--- config.mk ---
export PLATFORM = sky130hd
export DESIGN_NAME = register_file
export DESIGN_NICKNAME = d
export VERILOG_FILES = /design/src/rtl/register_file.sv
export SDC_FILE = /design/constraint.sdc
export NUM_CORES = 2
export LEC_CHECK = 0
export BUFFER_PORTS_ARGS = -buffer_cell sky130_fd_sc_hd__buf_2
export CAP_MARGIN = 20
export CORE_MARGIN = 1
export CORE_UTILIZATION = 40
export CTS_CLUSTER_DIAMETER = 40
export DETAILED_ROUTE_END_ITERATION = 7
export SYNTH_ARGS = -nofsm -noshare
export SYNTH_HDL_FRONTEND = slang
export SYNTH_SLANG_ARGS = --single-unit
export TNS_END_PERCENT = 20
--- constraint.sdc ---
create_clock -name clk -period 3.7 [get_ports clk]
set_input_delay 0.185 -clock clk [delete_from_list [all_inputs] [get_ports clk]]
set_output_delay 0.185 -clock clk [all_outputs]
set_load 0.02 [all_outputs]
--- src/rtl/register_file.sv ---
// Register file with two combinational read ports, one write port and a
// sequential clear sweep. Optional write-through bypass under REGFILE_BYPASS_EN.
module register_file #(
  parameter int WIDTH      = 32,
  parameter int DEPTH      = 32,
  parameter int ADDR_WIDTH = 5
) (
  input  logic                  clk,
  input  logic                  reset_n,
  input  logic [ADDR_WIDTH-1:0] read_reg1,
  input  logic [ADDR_WIDTH-1:0] read_reg2,
  output logic [WIDTH-1:0]      read_data1,
  output logic [WIDTH-1:0]      read_data2,
  input  logic [ADDR_WIDTH-1:0] write_reg,
  input  logic [WIDTH-1:0]      write_data,
  input  logic                  wrenable,
  input  logic                  clear_req,
  output logic                  clear_busy,
  output logic                  write_dropped
);

  // state | meaning
  // IDLE  | normal operation, writes accepted
  // CLEAR | sweeping idx_q over 1..DEPTH-1, writing zero; writes dropped
  typedef enum logic {IDLE = 1'b0, CLEAR = 1'b1} state_t;

  localparam logic [ADDR_WIDTH-1:0] IDX_FIRST = {{(ADDR_WIDTH-1){1'b0}}, 1'b1};
  localparam logic [ADDR_WIDTH-1:0] IDX_LAST  = ADDR_WIDTH'(DEPTH - 1);
  localparam logic [ADDR_WIDTH-1:0] IDX_ZERO  = '0;

  state_t                  state_q, state_d;
  logic [ADDR_WIDTH-1:0]   idx_q, idx_d;
  logic                    busy_q, busy_d;
  logic                    dropped_q, dropped_d;
  logic [WIDTH-1:0]        mem_q [DEPTH];
  logic [WIDTH-1:0]        mem_d [DEPTH];
  logic                    wr_ok;

  assign wr_ok = wrenable && (write_reg != IDX_ZERO);

  always_comb begin
    state_d   = state_q;
    idx_d     = idx_q;
    dropped_d = 1'b0;
    mem_d     = mem_q;
    case (state_q)
      IDLE: begin
        if (wr_ok) mem_d[write_reg] = write_data;
        if (clear_req) begin
          state_d = CLEAR;
          idx_d   = IDX_FIRST;
        end
      end
      CLEAR: begin
        mem_d[idx_q] = '0;
        if (wr_ok) dropped_d = 1'b1;
        if (idx_q == IDX_LAST) begin
          state_d = IDLE;
          idx_d   = IDX_FIRST;
        end else begin
          idx_d = idx_q + IDX_FIRST;
        end
      end
      default: begin
        state_d = IDLE;
        idx_d   = IDX_FIRST;
      end
    endcase
    mem_d[0] = '0;
    busy_d   = (state_d == CLEAR);
  end

  always_ff @(posedge clk or negedge reset_n) begin
    if (!reset_n) begin
      state_q   <= IDLE;
      idx_q     <= IDX_FIRST;
      busy_q    <= 1'b0;
      dropped_q <= 1'b0;
      for (int i = 0; i < DEPTH; i++) mem_q[i] <= '0;
    end else begin
      state_q   <= state_d;
      idx_q     <= idx_d;
      busy_q    <= busy_d;
      dropped_q <= dropped_d;
      for (int i = 0; i < DEPTH; i++) mem_q[i] <= mem_d[i];
    end
  end

`ifdef REGFILE_BYPASS_EN
  always_comb begin
    read_data1 = mem_q[read_reg1];
    read_data2 = mem_q[read_reg2];
    if (wr_ok && (state_q == IDLE) && (write_reg == read_reg1)) read_data1 = write_data;
    if (wr_ok && (state_q == IDLE) && (write_reg == read_reg2)) read_data2 = write_data;
  end
`else
  always_comb begin
    read_data1 = mem_q[read_reg1];
    read_data2 = mem_q[read_reg2];
  end
`endif

  assign clear_busy    = busy_q;
  assign write_dropped = dropped_q;

endmodule
Yosys cells after proc, flatten, opt, wreduce, memory -nomap -nowiden
Index checks and enable logic that the tools add are counted.
- output and inout port bits: 66
- input bits: 51
- bits in registers: 999
- logic and storage cells: 76
- bitwise gates (word level): 7
- magnitude comparators: 6
- reductions and logical operators: 4
- mux-type cells: 21
- add/sub/neg operators: 1
- eq/ne operators: 3
- operators by type and width (cell ; count):
    one-hot mux 992 bit (2 select lines) ; 1
    bitwise mux 1024 bit ; 1
    AND 992 bit ; 1
    two-way mux 992 bit ; 1
    NOT 992 bit ; 1
    binary-select mux 32 bit (select 5 bit) ; 2
    demux 32 bit (select 5 bit) ; 2
    two-way mux 32 bit ; 6
    greater-or-equal comparator 6 bit (second input constant) ; 4
    NOT 5 -> 6 bit ; 4
    < comparator 6 x 1 -> 1 bit (second input constant) ; 2
    two-way mux 5 bit ; 2
    one-hot mux 5 bit (2 select lines) ; 1
    adder 5 x 1 -> 5 bit (second input constant) ; 1
    == test 5 bit (second input constant) ; 1
    nonzero test 5 bit ; 1
    two-way mux 1 bit ; 4
    != test 2 bit (second input constant) ; 2
    logical AND 1 bit ; 3
    one-hot mux 1 bit (2 select lines) ; 1
    NOT 1 bit ; 1

Longest topological paths before layout
- word-level depth: 8
- gate-level depth with buffers: 9

Least setup slack after synthesis
No wires, ideal clock.
- path kind: input to output
- start point: input read_reg2[0]
- end point: output read_data2[10]
- required time: 3.515 ns
- arrival: 1.942 ns
- path slack: 1.573 ns
- cell stages on the path: 8
- cell sequence: buf_2 buf_4 buf_4 buf_4 buf_1 a22o_1 a211oi_1 o31ai_1
- longest elaborated chain between the ends: 4
- RTL lines (item ; RTL line ; text):
    from (decl) ; 11 ; input logic [ADDR_WIDTH-1:0] read_reg2,
    NOT 5 -> 6 bit (not written as such) ; 99 ; read_data2 = mem_q[read_reg2];
    binary-select mux 32 bit (select 5 bit) ; 99 ;
    two-way mux 32 bit (not written as such) (2 in a row) ; 99 ;
    to (decl) ; 13 ; output logic [WIDTH-1:0] read_data2,
No other way between the ends. The select of a mux whose other input is x is not followed.

Final worst setup path
- start point: register mem_q[69] (netlist name)
- end point: output read_data1[5]
- longest elaborated chain between the ends: 3
- RTL lines (item ; RTL line ; text):
    from (decl) ; 35 ; logic [WIDTH-1:0] mem_q [DEPTH];
    binary-select mux 32 bit (select 5 bit) ; 98 ; read_data1 = mem_q[read_reg1];
    two-way mux 32 bit (not written as such) (2 in a row) ; 98 ;
    to (decl) ; 12 ; output logic [WIDTH-1:0] read_data1,
No other way between the ends. The select of a mux whose other input is x is not followed.

==> summary by stage <==
Run status
The flow ran to the end, and the final reports show no timing, DRC or antenna violations.

GRT
The number of antenna violations at the first check in global routing came to 15. The global-route wire length before repair is 284000 um. Across every metal layer, demand over resource in global routing totals 0.296. The via count of the first global-routing pass is 40.2k. The maximum number of pins on one net before global-route repair is 112. The remaining global-route overflow is 0.

Layout
The layout has 11.0k filler cells. The layout cell share with drive strength beyond 1 is 0.287. The finished cells cover 60300 um^2. Compared with the post-synthesis result, the final layout area differs by 16.9%. The net count of the finished layout is 3825.

Routing
The number of vias per cell is 7.11. The detailed router placed 39.4k vias in this run. For this run, design rule violations remaining after detail routing come to 0.

The count of routing violations after the opening detailed-route iteration is 4748. The number of nets still failing antenna checks after routing is 0. The final layout contains routed wiring with a total length of 193000 um.

The first detailed-routing pass ran for 7 iterations. In the final routed layout, each cell accounts on average for 34.8 um.

Die
The floorplan step set the die width to 361 um. After floorplanning, the core was divided into 131 placement rows. The floorplan step defined a core boundary enclosing 128000 um^2. The die is 361 um tall.

The floorplan step defined a die boundary enclosing 130000 um^2. During I/O placement, the number of pins put on the boundary was 117. The initial utilization of the core area, before any placement, comes to 0.404.

Placed design
The HPWL after detailed placement is 111000 um. The congestion estimate from routability-driven global placement came to 0.882. The count of buffers inserted at the top-level ports is 116.

The post-placement setup slack is 0.415 ns. The area of placed instances is 55100 um^2.

Power and ir drop
The total net switching power is 0.00969 W. For this design the ratio of total power to cell area is 545 nW/um^2. The share of total power consumed by net switching is 0.295. The cell-internal power is 0.0232 W. In this run the static leakage power is 26.8 nW. The share of total power dissipated in sequential elements is 0.386. The share of total power dissipated in combinational logic is 0.169. The share of power burned in the clock network is 0.445.

The worst IR drop on VDD is 0.417 mV.

Timing
Setup repair after global routing left no endpoint under its margin. The final-report max-slew violation count is 0. The maximum frequency from static timing analysis is 292 MHz. Clock skew on the completed layout was measured at 0.0284 ns. The final hold slack is 0.0431 ns. The final hold violation count is 0. The final worst-path setup slack is 0.280 ns.

The final clock period utilization by the worst path is 0.924. The smallest clock period supported by the final layout is computed as 3.42 ns. The transition at the pin with the smallest max-transition slack is 1.20 ns. For the final routed database, the setup TNS stands at 0 ns. The number of endpoints failing setup at the final stage is 0. The worst relative slew slack is 0.200.

Clocking
In this run the post-CTS setup repair buffer count came out at 0. TritonCTS built the clock tree. After clock tree synthesis, the clock-pin slew on the worst setup and hold paths is 0.06 ns. The H-tree was split into 4 levels. The TritonCTS sink count is 999. The clock reaches the later pin of the worst-skew pair after 0.79 ns. In this run, post-CTS repair resized a total of 0 instances.

The library cell used as clock root buffer is sky130_fd_sc_hd__clkbuf_16. The number of hold-repair buffers added at the cts stage is 4. The number of CTS-inserted buffers is 142. No sink is reached through more buffers than the 3 on the longest clock path.

Worst hold path
The tightest min-delay check is of the input port to asynchronous set/reset pin type.

Synthesis
Synthesis instantiated 38 different standard cells from the library. The synthesized design contains 0 enable-type register cells. The post-synthesis sequential element count is 999. Counting every instance in the synthesized netlist gives 3778. The dominant combinational cell family by area after synthesis is compound AO/OA/AOI/OAI gates. The number of warnings reported in the yosys synthesis log is 0. Dividing the synthesized area by the synthesized cell count gives 13.7 um^2. The post-synth design cell area is 51600 um^2. The number of nets in the synthesized netlist is 3835. Of the synthesized area, sequential elements account for 0.485. The async set-or-reset flop fraction in the synthesized netlist is 1.00. Of the total synthesized cell area, the portion taken by AND, OR, NAND and NOR gates is 0.0178. The compound-gate portion of the synthesized area was 0.237. The area share of xor/xnor cells in the synthesized design is 0.000340. In the synthesized netlist the dominant register cell turns out to be sky130_fd_sc_hd__dfrtp_1. The adder-cell area share of the yosys netlist is 0.00146. Of the post-synthesis cell area, the part taken by muxes is 0.219.

Setup path
At the worst endpoint, the required time is 3.51 ns. The worst setup path is launched from a flop. For the worst setup path, the data arrival time is 3.23 ns. The maximum fanout along the worst path is 3. The type of element capturing the critical path is an output pin. The setup path with the least slack is of type flop to output pin.

Flow run
The number of violations of the max-capacitance limit is 0.
-- layout by cell type, fill, tap and decap left out, drive strengths merged, types with 65 or more instances in the layout --
cell | synthesis | layout
mux4 | 384 | 384
buf | 91 | 342
o31ai | 65 | 65
and2 | 70 | 70
a22o | 1183 | 1183
clkbuf | 409 | 166
dfrtp | 998 | 998
o21ai | 65 | 65
mux2i | 194 | 194
-- worst max-delay path: stages, from the launching register on --
cell and delay, ns:
sky130_fd_sc_hd__dfrtp_1 0.39, sky130_fd_sc_hd__mux4_2 0.47, sky130_fd_sc_hd__a22o_1 0.25, sky130_fd_sc_hd__o21ai_0 0.71, sky130_fd_sc_hd__o31ai_1 0.37, sky130_fd_sc_hd__buf_2 0.27
-- per-stage QoR --
| stage | std cells | total power [W] | utilization |
|---|---|---|---|
| after global placement | 5281 | 0.0182 | 0.432 |
| after global routing | 5545 | 0.0338 | 0.472 |
| after floorplan | 3778 | 0.0159 | - |
| final | 5546 | 0.0329 | 0.472 |
| after detailed placement | 5281 | 0.0183 | 0.432 |
| after CTS | 5543 | 0.0329 | 0.472 |
-- final timing paths --
kind | startpoint | to | slack, ns | cells past startpoint
worst min register to register | mem_q[123]$_DFFE_PN0P_ | mem_q[123]$_DFFE_PN0P_ | 0.51 | 1
worst max-delay path | mem_q[69]$_DFFE_PN0P_ | read_data1[5] | 0.28 | 5
max in group asynchronous | reset_n | mem_q[145]$_DFFE_PN0P_ | 2.51 | 3
min in group clk | write_data[4] | mem_q[772]$_DFFE_PN0P_ | 0.05 | 2
worst max register to register | clear_busy$_DFF_PN0_ | mem_q[678]$_DFFE_PN0P_ | 0.69 | 5
worst min-delay path | reset_n | mem_q[118]$_DFFE_PN0P_ | 0.04 | 2
-- cell families (layout without fill, tap and decap cells) --
| kind of cell | Yosys count | count (layout) |
|---|---|---|
| compound gates | 1476 | 1476 |
| flops | 999 | 999 |
| mux | 641 | 641 |
| buf+inv | 507 | 611 |
| simple gates | 147 | 147 |
| fa+ha+maj | 6 | 6 |
| xor+xnor | 2 | 2 |
| other cells | 0 | 2 |
-- layer usage --
layer | wire length (um) | part of all wire | vias to the layer above | GRT usage
met5 | 102 | 0.00053 | - | 0.00148
met1 | 76800 | 0.40 | 20900 | 0.406
met2 | 84900 | 0.44 | 2592 | 0.430
li1 | - | - | 15400 | -
met3 | 22300 | 0.12 | 572 | 0.0866
met4 | 9060 | 0.047 | 16 | 0.139
-- synthesized netlist by cell type (5+ instances only) --
cell	number	area (um^2)
sky130_fd_sc_hd__a22o_1	1183	10400
sky130_fd_sc_hd__dfrtp_1	998	25000
sky130_fd_sc_hd__clkbuf_1	409	1540
sky130_fd_sc_hd__mux4_2	384	8650
sky130_fd_sc_hd__mux2i_1	194	1940
sky130_fd_sc_hd__buf_2	74	370
sky130_fd_sc_hd__and2_1	70	438
sky130_fd_sc_hd__o21ai_0	65	325
sky130_fd_sc_hd__o31ai_1	65	488
sky130_fd_sc_hd__a211oi_1	64	480
sky130_fd_sc_hd__o22ai_1	64	400
sky130_fd_sc_hd__mux2_2	63	709
sky130_fd_sc_hd__a21oi_1	32	160
sky130_fd_sc_hd__nor2_1	21	78.8
sky130_fd_sc_hd__buf_4	12	90.1
sky130_fd_sc_hd__nor2_2	12	75.1
sky130_fd_sc_hd__inv_1	7	26.3
sky130_fd_sc_hd__ha_1	6	75.1
sky130_fd_sc_hd__nand2_1	6	22.5
sky130_fd_sc_hd__nor2b_1	6	37.5
sky130_fd_sc_hd__and3_1	5	31.3
sky130_fd_sc_hd__buf_1	5	18.8
sky130_fd_sc_hd__nand2b_1	5	31.3
sky130_fd_sc_hd__nor3_1	5	25.0
-- power groups by stage --
| stage | logic, W | registers, W | clock network (W) |
|---|---|---|---|
| final | 0.00556 | 0.0127 | 0.0146 |
| after global routing | 0.00578 | 0.0128 | 0.0152 |
| after CTS | 0.00548 | 0.0127 | 0.0148 |
| after detailed placement | 0.00546 | 0.0128 | 0 |
| after global placement | 0.00539 | 0.0128 | 0 |
| after floorplan | 0.00327 | 0.0126 | 0 |
-- registers in the layout (all words and copies together) (netlist names) --
signal,flops
clear_busy,1
idx_q,5
mem_q,992
write_dropped,1
-- cell type report --
| cell class | instances | area (um^2) | area share |
|---|---|---|---|
| flip-flops and latches | 999 | 25000 | 0.415 |
| well taps | 1662 | 2080 | 0.0345 |
| inverters | 7 | 26.3 | 0.000436 |
| clock inverters | 92 | 1270 | 0.0210 |
| diodes | 2 | 5.00 | 0.0000830 |
| multi-input cells | 2272 | 25100 | 0.417 |
| repair buffers | 346 | 2960 | 0.0491 |
| clock buffers | 166 | 3810 | 0.0631 |
(Power assumes the default switching activity.)
